**src/rtl/mac_pkg.sv**
```systemverilog
// Shared widths and FSM encoding for the MAC stream controller.
package mac_pkg;

    localparam int unsigned A_W_DEF   = 8;
    localparam int unsigned B_W_DEF   = 8;
    localparam int unsigned ACC_W_DEF = 22;
    localparam int unsigned LEN_W_DEF = 7;
    localparam int unsigned MAX_LEN   = 64;

    typedef enum logic [2:0] {
        StIdle  = 3'd0,
        StClear = 3'd1,
        StRun   = 3'd2,
        StDrain = 3'd3,
        StDone  = 3'd4
    } state_e;

endpackage

```
**src/rtl/mac_mult_pipe.sv**
```systemverilog
// Two-stage multiply pipeline: operand registers, then product register, each with a valid bit.
module mac_mult_pipe #(
    parameter int unsigned A_W = 8,
    parameter int unsigned B_W = 8
) (
    input  logic               clk,
    input  logic               rst,
    input  logic               i_in_valid,
    input  logic [A_W-1:0]     i_a,
    input  logic [B_W-1:0]     i_b,
    output logic               o_s1_valid,
    output logic               o_p_valid,
    output logic [A_W+B_W-1:0] o_prod
);

    logic               r_s1_valid;
    logic [A_W-1:0]     r_s1_a;
    logic [B_W-1:0]     r_s1_b;
    logic               r_p_valid;
    logic [A_W+B_W-1:0] r_prod;

    always_ff @(posedge clk or posedge rst) begin
        if (rst) begin
            r_s1_valid <= 1'b0;
            r_s1_a     <= '0;
            r_s1_b     <= '0;
            r_p_valid  <= 1'b0;
            r_prod     <= '0;
        end else begin
            r_s1_valid <= i_in_valid;
            if (i_in_valid) begin
                r_s1_a <= i_a;
                r_s1_b <= i_b;
            end
            r_p_valid <= r_s1_valid;
            r_prod    <= (A_W+B_W)'(r_s1_a) * (A_W+B_W)'(r_s1_b);
        end
    end

    assign o_s1_valid = r_s1_valid;
    assign o_p_valid  = r_p_valid;
    assign o_prod     = r_prod;

endmodule

```
**src/rtl/mac_stream_ctrl.sv**
```systemverilog
// Job FSM, operand counter and next-state mux for an external accumulator register
// that has neither enable nor synchronous clear.
module mac_stream_ctrl
    import mac_pkg::*;
#(
    parameter int unsigned A_W   = A_W_DEF,
    parameter int unsigned B_W   = B_W_DEF,
    parameter int unsigned ACC_W = ACC_W_DEF,
    parameter int unsigned LEN_W = LEN_W_DEF
) (
    input  logic             clk,
    input  logic             rst,
    input  logic             i_start,
    input  logic [LEN_W-1:0] i_len,
    output logic             o_busy,
    input  logic             i_op_valid,
    output logic             o_op_ready,
    input  logic [A_W-1:0]   i_a_data,
    input  logic [B_W-1:0]   i_b_data,
    input  logic [ACC_W-1:0] i_acc_q,
    output logic [ACC_W-1:0] o_acc_d,
    output logic             o_res_valid,
    input  logic             i_res_ready,
    output logic [ACC_W-1:0] o_res_data,
    output logic             o_ovf
);

    localparam logic [LEN_W-1:0] MaxLen = LEN_W'(MAX_LEN);

    state_e             r_state, w_state_d;
    logic [LEN_W-1:0]   r_remaining, w_remaining_d;
    logic               r_ovf, w_ovf_d;
    logic               w_accept;
    logic               w_s1_valid;
    logic               w_p_valid;
    logic [A_W+B_W-1:0] w_prod;
    logic [ACC_W:0]     w_sum;

    mac_mult_pipe #(
        .A_W (A_W),
        .B_W (B_W)
    ) u_mult_pipe (
        .clk        (clk),
        .rst        (rst),
        .i_in_valid (w_accept),
        .i_a        (i_a_data),
        .i_b        (i_b_data),
        .o_s1_valid (w_s1_valid),
        .o_p_valid  (w_p_valid),
        .o_prod     (w_prod)
    );

    // Extra top bit captures the carry out of the accumulator width.
    assign w_sum = {1'b0, i_acc_q} + (ACC_W+1)'(w_prod);

    always_ff @(posedge clk or posedge rst) begin
        if (rst) begin
            r_state     <= StIdle;
            r_remaining <= '0;
            r_ovf       <= 1'b0;
        end else begin
            r_state     <= w_state_d;
            r_remaining <= w_remaining_d;
            r_ovf       <= w_ovf_d;
        end
    end

    always_comb begin
        w_state_d     = r_state;
        w_remaining_d = r_remaining;
        w_ovf_d       = r_ovf;
        o_acc_d       = i_acc_q;
        o_op_ready    = 1'b0;
        o_res_valid   = 1'b0;
        w_accept      = 1'b0;

        unique case (r_state)
            StIdle: begin
                if (i_start && (i_len != '0) && (i_len <= MaxLen)) begin
                    w_remaining_d = i_len;
                    w_ovf_d       = 1'b0;
                    w_state_d     = StClear;
                end
            end
            StClear: begin
                o_acc_d   = '0;
                w_state_d = StRun;
            end
            StRun: begin
                o_op_ready = (r_remaining != '0);
                w_accept   = o_op_ready && i_op_valid;
                if (w_accept) begin
                    w_remaining_d = r_remaining - LEN_W'(1);
                    if (r_remaining == LEN_W'(1)) begin
                        w_state_d = StDrain;
                    end
                end
            end
            StDrain: begin
                // With stage 1 empty, any product in stage 2 lands in the register this edge.
                if (!w_s1_valid) begin
                    w_state_d = StDone;
                end
            end
            StDone: begin
                o_res_valid = 1'b1;
                if (i_res_ready) begin
                    w_state_d = StIdle;
                end
            end
            default: w_state_d = StIdle;
        endcase

        if ((r_state == StRun || r_state == StDrain) && w_p_valid) begin
            o_acc_d = w_sum[ACC_W-1:0];
            w_ovf_d = r_ovf | w_sum[ACC_W];
        end
    end

    assign o_busy     = (r_state != StIdle);
    assign o_res_data = i_acc_q;
    assign o_ovf      = r_ovf;

endmodule

```
**config.mk**
```make
export PLATFORM = sky130hd
export DESIGN_NAME = mac_stream_ctrl
export DESIGN_NICKNAME = d
export VERILOG_FILES = /design/src/rtl/mac_pkg.sv /design/src/rtl/mac_mult_pipe.sv /design/src/rtl/mac_stream_ctrl.sv
export SDC_FILE = /design/constraint.sdc
export NUM_CORES = 1
export LEC_CHECK = 0
export BUFFER_PORTS_ARGS = -buffer_cell sky130_fd_sc_hd__buf_2
export CORE_ASPECT_RATIO = 1.5
export CORE_MARGIN = 5
export CORE_UTILIZATION = 55
export DETAILED_ROUTE_END_ITERATION = 6
export PLACE_DENSITY_LB_ADDON = 0.12
export SYNTH_ARGS = -nofsm -noshare
export SYNTH_HDL_FRONTEND = slang
export SYNTH_SLANG_ARGS = --single-unit
```
**constraint.sdc**
```tcl
create_clock -name clk -period 6.1 [get_ports clk]
set_input_delay 0.61 -clock clk [delete_from_list [all_inputs] [get_ports clk]]
set_output_delay 0.61 -clock clk [all_outputs]
set_load 0.005 [all_outputs]
```
==> metrics.yaml <==
sta:
  slew_viol_final: 0
  max_slew.worst_pin.slew_ns: 0.733
  finalSetupViolations: 0
  clock_skew_ns: 0.00469
  hold_violations: 0
  finalCritPeriodShare_pct: 69.3
  slew_headroom_pct: 51.0
  max_freq_mhz: 236
  rsz0062_at_grt: "no"
  fin_crit_ns: 4.23
  fin_tns_setup_ns: 0
final_layout:
  diodes: 0
  utilization_pct: 62.1
  ff_latch_area_sq_um: 1130
  final_common_cell: "nand2_1"
  layout_common_cells: "nand2_1 (112), buf_2 (97), inv_1 (63)"
  finalNetCount: 817
  drive_gt1_share_pct: 17.3
  multi_input_area_sq_um: 3490
  area_growth_pct: 11.5
  n_fill_cell: 842
detailed_routing:
  routedWlPerCell_um: 13.8
  viasPerCell: 5.31
  wirelength_mm: 10.9
  vias: 4192
  dr.pass1.iters: 4
  drc: 0
  drt_iter0_drc: 184
  ant_nets: 0
critical_path:
  cp_data_arrival_time_ns: 4.40
  criticalPathCategory: "reg -> reg"
  crit_fanout: 9
  endpoint_kind: "flop"
  cp.required_ns: 6.27
  cp-start-kind: "flop"
clocking:
  cts_buffers: 5
  cts_buffer_depth: 2
  clk_latency_ns: 0.29
  cts_num_sinks: 45
  cts_resized: 0
  root_buffer: "clkbuf_16"
  cts_tree: "done"
  cts-htree-levels: 2
  clk_pin_slew_ns: 0.06
  cts_hold_buffers: 0
  post-cts-setup-buffers: 0
synthesis:
  ys.flop_type: "dfrtp_1"
  yosysUniqueCellTypes: 50
  syn_avg_cell_area_sq_um: 8.41
  syn-num-nets: 747
  synthTopCellsByArea: "dfrtp_1 (22%), fa_1 (15%), ha_1 (13%)"
  yosysTopAreaCell: "dfrtp_1"
  syn_inst: 606
  synth-seq-cells: 45
  ys_seq_area_share_pct: 22.1
  synth_top_area_share_pct: 22.1
  netlist_area_sq_um: 5090
  yosys_warnings: 0
  postSynth.asyncResetShare_pct: 100
  synth_edf_count: 0
power_and_ir_drop:
  p_int_mw: 1.79
  pwr-share-clk_pct: 8.9
  ir_drop_mv: 0.334
  seq_power_share_pct: 17.9
  p_switching_mw: 1.74
  p_sw_share_pct: 49.3
  pwr-share-comb_pct: 73.2
  p_per_area_nw_per_um2: 621
  p_leak_nw: 3.04
grt:
  grt_start_max_net_pins: 46
  antenna_found_initial: 0
  grt_pass1_wl_mm: 18.9
  grt_pass1_vias: 4224
  gr-total-overflow: 0
  grt_usage_pct: 20.9
status:
  status: "completed"
floorplan:
  initial_core_util_pct: 55.7
  num_rows: 43
  die_w_um: 88.6
  dieHeight_um: 128
  die_area_sq_um: 11300
  core-area_sq_um: 9150
  io_pins: 98
placement:
  gp_congestion: 0.872
  dp_hpwl_mm: 9.13
  io_buffers: 97
hold_path:
  hp-class: "in -> async"
job:
  maxCapViolCount: 0
==> cells in the mapped netlist, drive strengths merged, types with 4 or more instances <==
library cell    n
nand2         114
inv            66
ha             54
and2           48
dfrtp          45
fa             37
a21oi          32
o21ai          31
buf            27
nor2           23
xnor2          16
nand3          11
a21o            9
clkbuf          9
nand2b          8
o211ai          7
xor2            7
mux2i           6
nand4           6
nor3            6
o2111ai         5
and3            4
o21a            4
==> layout make-up <==
| type | count | share of cell area (%) |
|---|---|---|
| clock buffer | 6 | 2.45 |
| clock inverter | 2 | 0.661 |
| inverter | 66 | 4.36 |
| multi-input combinational | 459 | 61.4 |
| sequential | 45 | 19.8 |
| tap | 112 | 2.47 |
| timing repair buffer | 99 | 8.81 |
==> critical path, cell delays in order, from the launching register on <==
cell and delay, ns:
dfrtp_1 0.49, nand2_1 0.12, fa_1 0.50, fa_1 0.54, inv_1 0.05, fa_1 0.52, inv_1 0.06, fa_1 0.53
inv_1 0.04, ha_1 0.37, nand3_1 0.12, o2111ai_1 0.27, nand3_1 0.14, o21ai_1 0.14, a21oi_1 0.09, xnor2_1 0.13
==> final timing paths <==
check,slack [ns],cells after the start,to,from
setup reg to reg,1.87,15,u_mult_pipe.o_prod[14]$_DFF_PP0_,u_mult_pipe.r_s1_b[6]$_DFFE_PP0P_
max in group asynchronous,5.27,3,u_mult_pipe.o_prod[13]$_DFF_PP0_,rst
setup / recovery,1.87,15,u_mult_pipe.o_prod[14]$_DFF_PP0_,u_mult_pipe.r_s1_b[6]$_DFFE_PP0P_
hold / removal,0.44,3,r_remaining[0]$_DFFE_PP0P_,rst
hold reg to reg,0.44,0,u_mult_pipe.o_p_valid$_DFF_PP0_,u_mult_pipe.o_s1_valid$_DFF_PP0_
min in group clk,0.44,0,u_mult_pipe.o_p_valid$_DFF_PP0_,u_mult_pipe.o_s1_valid$_DFF_PP0_
==> sequential cells by signal, indices dropped and copies added (netlist names) <==
register,count
o_ovf,1
r_remaining,7
r_state,3
u_mult_pipe.o_p_valid,1
u_mult_pipe.o_prod,16
u_mult_pipe.o_s1_valid,1
u_mult_pipe.r_s1_a,8
u_mult_pipe.r_s1_b,8
==> routing by layer <==
layer  track usage (%)  vias to the layer above  wire length (um)
met5                 0                        -                 0
met4              7.83                        0               286
met3              2.44                       20               589
met2              39.0                      106              5790
met1              23.5                     1934              4220
li1                  -                     2132                 -
==> per-stage QoR <==
step / std cells / hold WS, ns / area, sq um / power [mW] / worst slack [ns]
6_report: 789 / 0.438 / 5680 / 3.53 / 1.87
3_5_place_dp: 781 / 0.416 / 5500 / 3.22 / 1.86
2_1_floorplan: 606 / 0.366 / 5090 / 2.69 / 2.03
4_1_cts: 789 / 0.427 / 5680 / 3.58 / 1.86
3_3_place_gp: 781 / 0.412 / 5500 / 3.13 / 1.96
5_1_grt: 789 / 0.436 / 5680 / 4.00 / 1.65
==> power by group through the flow <==
| stage | clock (mW) | combinational [mW] | sequential, mW |
|---|---|---|---|
| 3_5_place_dp | 0 | 2.59 | 0.632 |
| 2_1_floorplan | 0 | 2.14 | 0.549 |
| 5_1_grt | 0.339 | 3.00 | 0.660 |
| 4_1_cts | 0.324 | 2.62 | 0.627 |
| 3_3_place_gp | 0 | 2.50 | 0.623 |
| 6_report | 0.315 | 2.58 | 0.630 |
==> cell families after synthesis <==
family	synth area share, %
and+or+nand+nor	22.2
AOI/OAI and AO/OA	13.4
buffers and inverters	9.43
adders and majority gates	27.8
DFF	22.1
xor gates and xnor gates	3.95
muxes	1.18
(Power assumes the default switching activity.)
